File: config.mk
export PLATFORM = sky130hd
export DESIGN_NAME = switch_conditioner
export DESIGN_NICKNAME = d
export VERILOG_FILES = /design/src/rtl/switch_conditioner.sv
export SDC_FILE = /design/constraint.sdc
export NUM_CORES = 1
export LEC_CHECK = 0
export ABC_AREA = 1
export CAP_MARGIN = 25
export CORE_MARGIN = 2
export CORE_UTILIZATION = 35
export CTS_CLUSTER_SIZE = 25
export DETAILED_ROUTE_END_ITERATION = 8
export PLACE_DENSITY = 0.55
export SLEW_MARGIN = 15
export SYNTH_ARGS = -nofsm -noshare
export SYNTH_HDL_FRONTEND = slang
export SYNTH_SLANG_ARGS = --single-unit
File: constraint.sdc
create_clock -name clk -period 1.1 [get_ports clk]
set_input_delay 0.275 -clock clk [delete_from_list [all_inputs] [get_ports clk]]
set_output_delay 0.275 -clock clk [all_outputs]
set_load 0.01 [all_outputs]
File: src/rtl/switch_conditioner.sv
// Operator switch front end: synchronises ModeSel/TimeControl into clk,
// debounces every bit independently, loads the switch positions directly at
// start-up and strobes change_pulse on each accepted change.
module switch_conditioner #(
  parameter int SYNC_STAGES     = 2,
  parameter int DEBOUNCE_CYCLES = 16
) (
  input  logic       clk,
  input  logic       rst,
  input  logic       ModeSel_raw,
  input  logic [2:0] TimeControl_raw,
  output logic       ModeSel,
  output logic [2:0] TimeControl,
  output logic       change_pulse,
  output logic       ready
);

  // Per-bit debounce counter only needs to reach DEBOUNCE_CYCLES-1.
  localparam int CW = (DEBOUNCE_CYCLES > 2) ? $clog2(DEBOUNCE_CYCLES) : 1;
  // Start-up counter must reach SYNC_STAGES+DEBOUNCE_CYCLES-1.
  localparam int SW = $clog2(SYNC_STAGES + DEBOUNCE_CYCLES);
  localparam logic [CW-1:0] CNT_MAX   = CW'(DEBOUNCE_CYCLES - 1);
  localparam logic [SW-1:0] START_MAX = SW'(SYNC_STAGES + DEBOUNCE_CYCLES - 1);

  typedef enum logic {INIT = 1'b0, RUN = 1'b1} state_t;

  // Bit 3 carries ModeSel, bits 2:0 carry TimeControl.
  logic [3:0]                   raw;
  logic [SYNC_STAGES-1:0][3:0]  sync_chain;
  logic [3:0]                   sync_last;

  state_t                       state, state_nx;
  logic [SW-1:0]                start_cnt, start_cnt_nx;
  logic [3:0]                   clean, clean_nx;
  logic [3:0][CW-1:0]           cnt, cnt_nx;
  logic                         pulse_nx;
  logic                         ready_nx;

  assign raw       = {ModeSel_raw, TimeControl_raw};
  assign sync_last = sync_chain[SYNC_STAGES-1];

  assign ModeSel     = clean[3];
  assign TimeControl = clean[2:0];

  // Multi-flop synchroniser for the asynchronous switch inputs.
  always_ff @(posedge clk or posedge rst) begin
    if (rst) begin
      sync_chain <= '0;
    end else begin
      sync_chain[0] <= raw;
      for (int i = 1; i < SYNC_STAGES; i++) begin
        sync_chain[i] <= sync_chain[i-1];
      end
    end
  end

  // State register plus all clean/debounce/strobe flops.
  always_ff @(posedge clk or posedge rst) begin
    if (rst) begin
      state        <= INIT;
      start_cnt    <= '0;
      clean        <= 4'b0000;
      cnt          <= '0;
      change_pulse <= 1'b0;
      ready        <= 1'b0;
    end else begin
      state        <= state_nx;
      start_cnt    <= start_cnt_nx;
      clean        <= clean_nx;
      cnt          <= cnt_nx;
      change_pulse <= pulse_nx;
      ready        <= ready_nx;
    end
  end

  // Next-state: INIT tracks the synchroniser directly, RUN debounces per bit.
  always_comb begin
    state_nx     = state;
    start_cnt_nx = start_cnt;
    clean_nx     = clean;
    cnt_nx       = cnt;
    pulse_nx     = 1'b0;
    ready_nx     = ready;
    case (state)
      INIT: begin
        // Load positions without reporting a change; counters stay idle.
        clean_nx = sync_last;
        cnt_nx   = '0;
        if (start_cnt == START_MAX) begin
          state_nx = RUN;
          ready_nx = 1'b1;
        end else begin
          start_cnt_nx = start_cnt + SW'(1);
        end
      end
      RUN: begin
        for (int i = 0; i < 4; i++) begin
          if (sync_last[i] == clean[i]) begin
            // Any return to the clean value restarts the qualification.
            cnt_nx[i] = '0;
          end else if (cnt[i] == CNT_MAX) begin
            clean_nx[i] = sync_last[i];
            cnt_nx[i]   = '0;
            pulse_nx    = 1'b1;
          end else begin
            cnt_nx[i] = cnt[i] + CW'(1);
          end
        end
      end
      default: begin
        state_nx     = INIT;
        start_cnt_nx = '0;
        cnt_nx       = '0;
        ready_nx     = 1'b0;
      end
    endcase
  end

endmodule

# --- Word-level counts from Yosys, hierarchy flattened ---
# Cells that the tools add are included.
totals:
  output_inout_bits: 6
  register_bits: 36
  in_bits: 6
op_classes:
  bitwise_logic: 2
  addsub: 5
  eq_ne: 17
  mux: 29
  reduce_logical: 6
ops:
  columns: ["op", "count"]
  rows:
  - ["2-to-1 mux 4 bit", 8]
  - ["one-hot mux 16 bit (2 select lines)", 1]
  - ["2-to-1 mux 1 bit", 19]
  - ["adder 4 x 1 -> 4 bit, second input constant", 4]
  - ["== test 4 bit, second input constant", 4]
  - ["AND reduction 2 bit", 6]
  - ["!= test 2 x 1 -> 1 bit, second input constant", 4]
  - ["!= test 2 bit, second input constant", 4]
  - ["one-hot mux 4 bit (2 select lines)", 1]
  - ["adder 5 x 1 -> 5 bit, second input constant", 1]
  - ["== test 5 bit, second input constant", 1]
  - ["== test 1 bit", 4]
  - ["inverter 1 bit", 2]

# --- Logic depth before layout (Yosys ltp) ---
logic_depth:
  word_depth: 10
  depth_mapped: 9
  depth_no_buf: 9

# --- Least setup slack after synthesis ---
# No wires, ideal clock.
synth_timing:
  path_kind: "reg-to-reg"
  from: "reg cnt[0] (netlist name)"
  to: "reg change_pulse"
  period_less_slack_ns: 1.081
  required_ns: 0.983
  path_buffers: 0
  arrival_time_ns: 0.964
  setup_time_ns: 0.117
  path_slack_ns: 0.019
  path_stages_with_launch: 8
  cell_sequence: "dfrtp_1 ha_1 nand3_1 inv_1 nand2_1 nand2_1 nor2_1 nor2_1"
synth_between:
  elab_chain_cells: 10
synth_rtl:
  columns: ["item", "line_no", "source"]
  rows:
  - ["start: declaration", "35", "logic [3:0][CW-1:0] cnt, cnt_nx;"]
  - ["start signal: assignment", "70", "cnt <= cnt_nx;"]
  - ["== test 4 bit (*)", "101", "end else if (cnt[i] == CNT_MAX) begin"]
  - ["2-to-1 mux 1 bit (*)", "101", null]
  - ["2-to-1 mux 1 bit (*)", "98", "if (sync_last[i] == clean[i]) begin"]
  - ["2-to-1 mux 1 bit", "101", null]
  - ["2-to-1 mux 1 bit (*)", "98", null]
  - ["2-to-1 mux 1 bit", "101", null]
  - ["2-to-1 mux 1 bit (*)", "98", null]
  - ["2-to-1 mux 1 bit", "101", null]
  - ["2-to-1 mux 1 bit (*)", "98", null]
  - ["2-to-1 mux 1 bit (*)", "84", "case (state)"]
  - ["net pulse_nx", "36", "logic pulse_nx;"]
  - ["end signal: assignment", "71", "change_pulse <= pulse_nx;"]
  - ["end: declaration", "14", "output logic change_pulse,"]
# The timed path passes the listed nets; every way through them passes the cells marked *.
# A chain may end at the register's enable or synchronous reset.

# --- Worst setup path after layout ---
layout_timing:
  from: "reg start_cnt[1]"
  to: "reg start_cnt[3]"
layout_between:
  elab_chain_cells: 3
layout_rtl:
  columns: ["item", "line_no", "source"]
  rows:
  - ["start: declaration", "33", "logic [SW-1:0] start_cnt, start_cnt_nx;"]
  - ["start signal: assignment", "68", "start_cnt <= start_cnt_nx;"]
  - ["parallel branches: the longest is 3 deep, another holds adder 5 x 1 -> 5 bit", null, null]
# Parallel ways; which one is timed is not known.

==> report_table.html <==
<table>
<tr><th>Metric</th><th>Value</th></tr>
<tr><th colspan="2">Status</th></tr>
<tr><td>Result of the run</td><td>finished with violations</td></tr>
<tr><td>Violations in the final reports</td><td>setup timing</td></tr>
<tr><th colspan="2">Clocking</th></tr>
<tr><td>Root buf cell</td><td>clkbuf_8</td></tr>
<tr><td>Number of buffers created by CTS</td><td>5</td></tr>
<tr><td>CTS clock-pin slew for the worst setup and hold paths</td><td>0.07 ns</td></tr>
<tr><td>Number of buffers between clock root and the deepest sink</td><td>2</td></tr>
<tr><td>Worst skew pair latency</td><td>0.28 ns</td></tr>
<tr><td>Clock sink count</td><td>36</td></tr>
<tr><td>Maximum level of the CTS H-tree</td><td>2</td></tr>
<tr><td>TritonCTS clock tree</td><td>yes</td></tr>
<tr><th colspan="2">Timing</th></tr>
<tr><td>Period Utilization, post-route</td><td>101%</td></tr>
<tr><td>RSZ-0062 raised after global routing</td><td>yes</td></tr>
<tr><td>Final clock skew</td><td>0.00785 ns</td></tr>
<tr><td>Fin Hold WS</td><td>0.339 ns</td></tr>
<tr><td>Least-Margin Pin Slew</td><td>0.224 ns</td></tr>
<tr><td>Final Worst Setup Slack</td><td>-0.0160 ns</td></tr>
<tr><td>Highest attainable clock frequency</td><td>896 MHz</td></tr>
<tr><td>Worst slew margin relative to its limit</td><td>85.0%</td></tr>
<tr><td>Final Hold Vio Count</td><td>0</td></tr>
<tr><td>Time the final worst path needs with I/O delays and setup</td><td>1.12 ns</td></tr>
<tr><td>Total negative slack for setup checks</td><td>-0.0204 ns</td></tr>
<tr><td>Final max-slew violation count</td><td>0</td></tr>
<tr><td>Final setup vio count</td><td>2</td></tr>
<tr><th colspan="2">Worst setup path</th></tr>
<tr><td>Number of cell instances on the worst register-to-register path</td><td>9</td></tr>
<tr><td>Launch point of the critical path</td><td>start_cnt[1]</td></tr>
<tr><td>Startpoint kind of the worst setup timing path</td><td>flip-flop</td></tr>
<tr><td>R2R Path Start</td><td>start_cnt[1]</td></tr>
<tr><td>Worst R2R Setup Slack</td><td>-0.02 ns</td></tr>
<tr><td>Terminus of the critical flop-to-flop path</td><td>start_cnt[3]</td></tr>
<tr><td>Endpoint of the most critical setup path</td><td>start_cnt[3]</td></tr>
<tr><td>Kind of end point of the critical path</td><td>flip-flop</td></tr>
<tr><td>Required time of the critical path</td><td>1.28 ns</td></tr>
<tr><td>Worst Path Arrival</td><td>1.29 ns</td></tr>
<tr><td>Kind of critical path</td><td>reg -&gt; reg</td></tr>
<tr><td>Crit Path Max Fanout</td><td>7</td></tr>
<tr><th colspan="2">GRT</th></tr>
<tr><td>Wire length of the first global-routing pass</td><td>5130 um</td></tr>
<tr><td>Total track usage</td><td>13.3%</td></tr>
<tr><td>Pin count of the biggest net entering global routing</td><td>37</td></tr>
<tr><td>Remaining global-route overflow</td><td>0</td></tr>
<tr><td>Initial antenna violation count</td><td>0</td></tr>
<tr><td>Via count of the first global-routing pass</td><td>1,258</td></tr>
<tr><th colspan="2">Drt</th></tr>
<tr><td>TritonRoute pass-1 iters</td><td>4</td></tr>
<tr><td>Number of vias per cell</td><td>4.62</td></tr>
<tr><td>Antenna-violating nets left</td><td>0</td></tr>
<tr><td>Number of design-rule violations left by the first detailed-router iteration</td><td>84</td></tr>
<tr><td>Wire length per cell after detailed routing</td><td>11.7 um</td></tr>
<tr><td>DRT Wirelength</td><td>2870 um</td></tr>
<tr><td>Number of remaining DRC errors</td><td>0</td></tr>
<tr><td>Routed vias</td><td>1,132</td></tr>
<tr><th colspan="2">Logic synthesis</th></tr>
<tr><td>Cell area after technology mapping</td><td>1520 um^2</td></tr>
<tr><td>Mux share of post-synthesis cell area</td><td>0%</td></tr>
<tr><td>Average size of a mapped cell</td><td>9.92 um^2</td></tr>
<tr><td>Flip-flop and latch count after synthesis</td><td>36</td></tr>
<tr><td>Synthesized-area fraction occupied by and/or/nand/nor cells</td><td>19.0%</td></tr>
<tr><td>Warnings, synthesis</td><td>0</td></tr>
<tr><td>Post-synthesis xor/xnor area fraction</td><td>5.77%</td></tr>
<tr><td>Fraction of the mapped netlist area in adder cells</td><td>4.95%</td></tr>
<tr><td>Portion of the post-synthesis area used by sequential elements</td><td>59.4%</td></tr>
<tr><td>Combinational family with the most area after synthesis</td><td>simple AND/OR/NAND/NOR gates</td></tr>
<tr><td>Cells after Synth</td><td>153</td></tr>
<tr><td>Net Count, Synth</td><td>165</td></tr>
<tr><td>Count of cell types in the netlist</td><td>20</td></tr>
<tr><td>Compound-cell area share of the yosys netlist</td><td>4.45%</td></tr>
<tr><th colspan="2">Worst hold path</th></tr>
<tr><td>Min-Delay Path Class</td><td>in -&gt; async</td></tr>
<tr><th colspan="2">Power</th></tr>
<tr><td>Worst IR Drop VDD</td><td>0.636 mV</td></tr>
<tr><td>Power per Cell Area</td><td>1240 nW/um^2</td></tr>
<tr><td>Leakage power</td><td>1.04 nW</td></tr>
<tr><td>Final Power</td><td>2.57 mW</td></tr>
<tr><th colspan="2">Floorplanning</th></tr>
<tr><td>Ports placed on the boundary</td><td>12</td></tr>
<tr><td>Die Span X</td><td>69.9 um</td></tr>
<tr><td>Total die area</td><td>4880 um^2</td></tr>
<tr><td>Core Rows</td><td>23</td></tr>
<tr><td>Starting density of the core</td><td>37.1%</td></tr>
<tr><td>Core footprint</td><td>4090 um^2</td></tr>
<tr><td>Height of the die</td><td>69.9 um</td></tr>
<tr><th colspan="2">Finish</th></tr>
<tr><td>Ratio of cells with drive above 1 in the final layout</td><td>40.0%</td></tr>
<tr><td>Antenna diode instance count</td><td>0</td></tr>
<tr><td>Leading cell types in the layout, fill and taps excluded</td><td>36 x dfrtp_1, 20 x nand2_1, 19 x buf_4</td></tr>
<tr><td>Area growth from synthesis to layout</td><td>36.2%</td></tr>
<tr><td>Nets</td><td>207</td></tr>
<tr><td>Cell area after layout</td><td>2070 um^2</td></tr>
<tr><td>Most frequent standard cell in the layout excluding fill and tap cells</td><td>dfrtp_1</td></tr>
<tr><td>Post-layout util</td><td>50.6%</td></tr>
<tr><th colspan="2">Place</th></tr>
<tr><td>PortBufs</td><td>11</td></tr>
<tr><td>Total cell area at the placement stage</td><td>1840 um^2</td></tr>
<tr><td>RD Place Congestion</td><td>0.796</td></tr>
<tr><td>Hpwl dp</td><td>1900 um</td></tr>
<tr><th colspan="2">Flow run</th></tr>
<tr><td>Max Cap Violations</td><td>0</td></tr>
</table>
per-stage QoR:
step           std cells  setup WS (ns)
2_1_floorplan        153         0.0188
3_3_place_gp         232        -0.0500
3_5_place_dp         232        -0.0721
4_1_cts              241        -0.0104
5_1_grt              245        -0.0932
6_report             245        -0.0160
cells by family after synthesis:
group,after synthesis
and+or+nand+nor,67
DFF,36
buffers and inverters,22
AOI/OAI and AO/OA,12
xor gates and xnor gates,10
adders and majority gates,6
sequential cells by signal (all words and copies together), names as in the netlist:
register      cells
state             1
change_pulse      1
sync_chain        4
sync_last         4
cnt              16
start_cnt         5
ready             1
clean             4
cells in the mapped netlist:
library cell	instances	area, um^2
a21oi_1	4	20.0
a31oi_1	4	25.0
buf_6	2	22.5
dfrtp_1	36	901
ha_1	6	75.1
inv_1	19	71.3
inv_2	1	3.75
nand2_1	31	116
nand2_2	1	6.26
nand2_4	1	11.3
nand3_1	12	60.1
nand3_2	1	10.0
nand4_1	1	6.26
nor2_1	19	71.3
nor3b_1	1	7.51
o21ai_0	1	5.00
o21ai_1	2	10.0
o21bai_1	1	7.51
xnor2_1	6	52.6
xor2_1	4	35.0
cell type report:
type | instances | area (um^2)
clock buffer | 6 | 72.6
clock inverter | 1 | 5.00
fill | 385 | 2020
inverter | 20 | 75.1
multi-input combinational | 95 | 632
sequential | 36 | 901
tap | 50 | 62.6
timing repair buffer | 37 | 319
worst min-delay path by stage:
stage,cells after the start,end,from
final,3,cnt[6],rst
after global routing,3,clean[0],rst
after CTS,3,clean[0],rst
after detailed placement,0,sync_last[0],sync_chain[0]
after global placement,0,sync_last[3],sync_chain[3]
after floorplan,0,sync_chain[0],TimeControl_raw[0]
metal layers:
metal / global-route usage (%) / part of all wire, %
met5: 0 / 0
met2: 23.3 / 52
met4: 7.05 / 3.0
met3: 4.91 / 3.4
met1: 13.9 / 42
worst max-delay path: stages (launching register included):
cell and delay, ns:
dfrtp_1 0.38, inv_1 0.06, ha_2 0.16, nand2_1 0.05
inv_1 0.06, nand2_2 0.07, nand2_4 0.11, inv_2 0.04
nand2_2 0.05, nand2_1 0.04
where the power goes:
part	internal [mW]	switching, mW	total, mW
registers	1.39	0.0445	1.43
logic	0.134	0.135	0.269
clock network	0.430	0.438	0.868
what timing repair did:
item / in CTS / in global routing
gates resized for setup: 30 / 37
pin swaps: 4 / 21
setup buffers: 2 / 5
hold buffers: 0 / 0
endpoints found under the setup margin: 14 / 29
No activity file was read; power rests on OpenSTA's default activity.
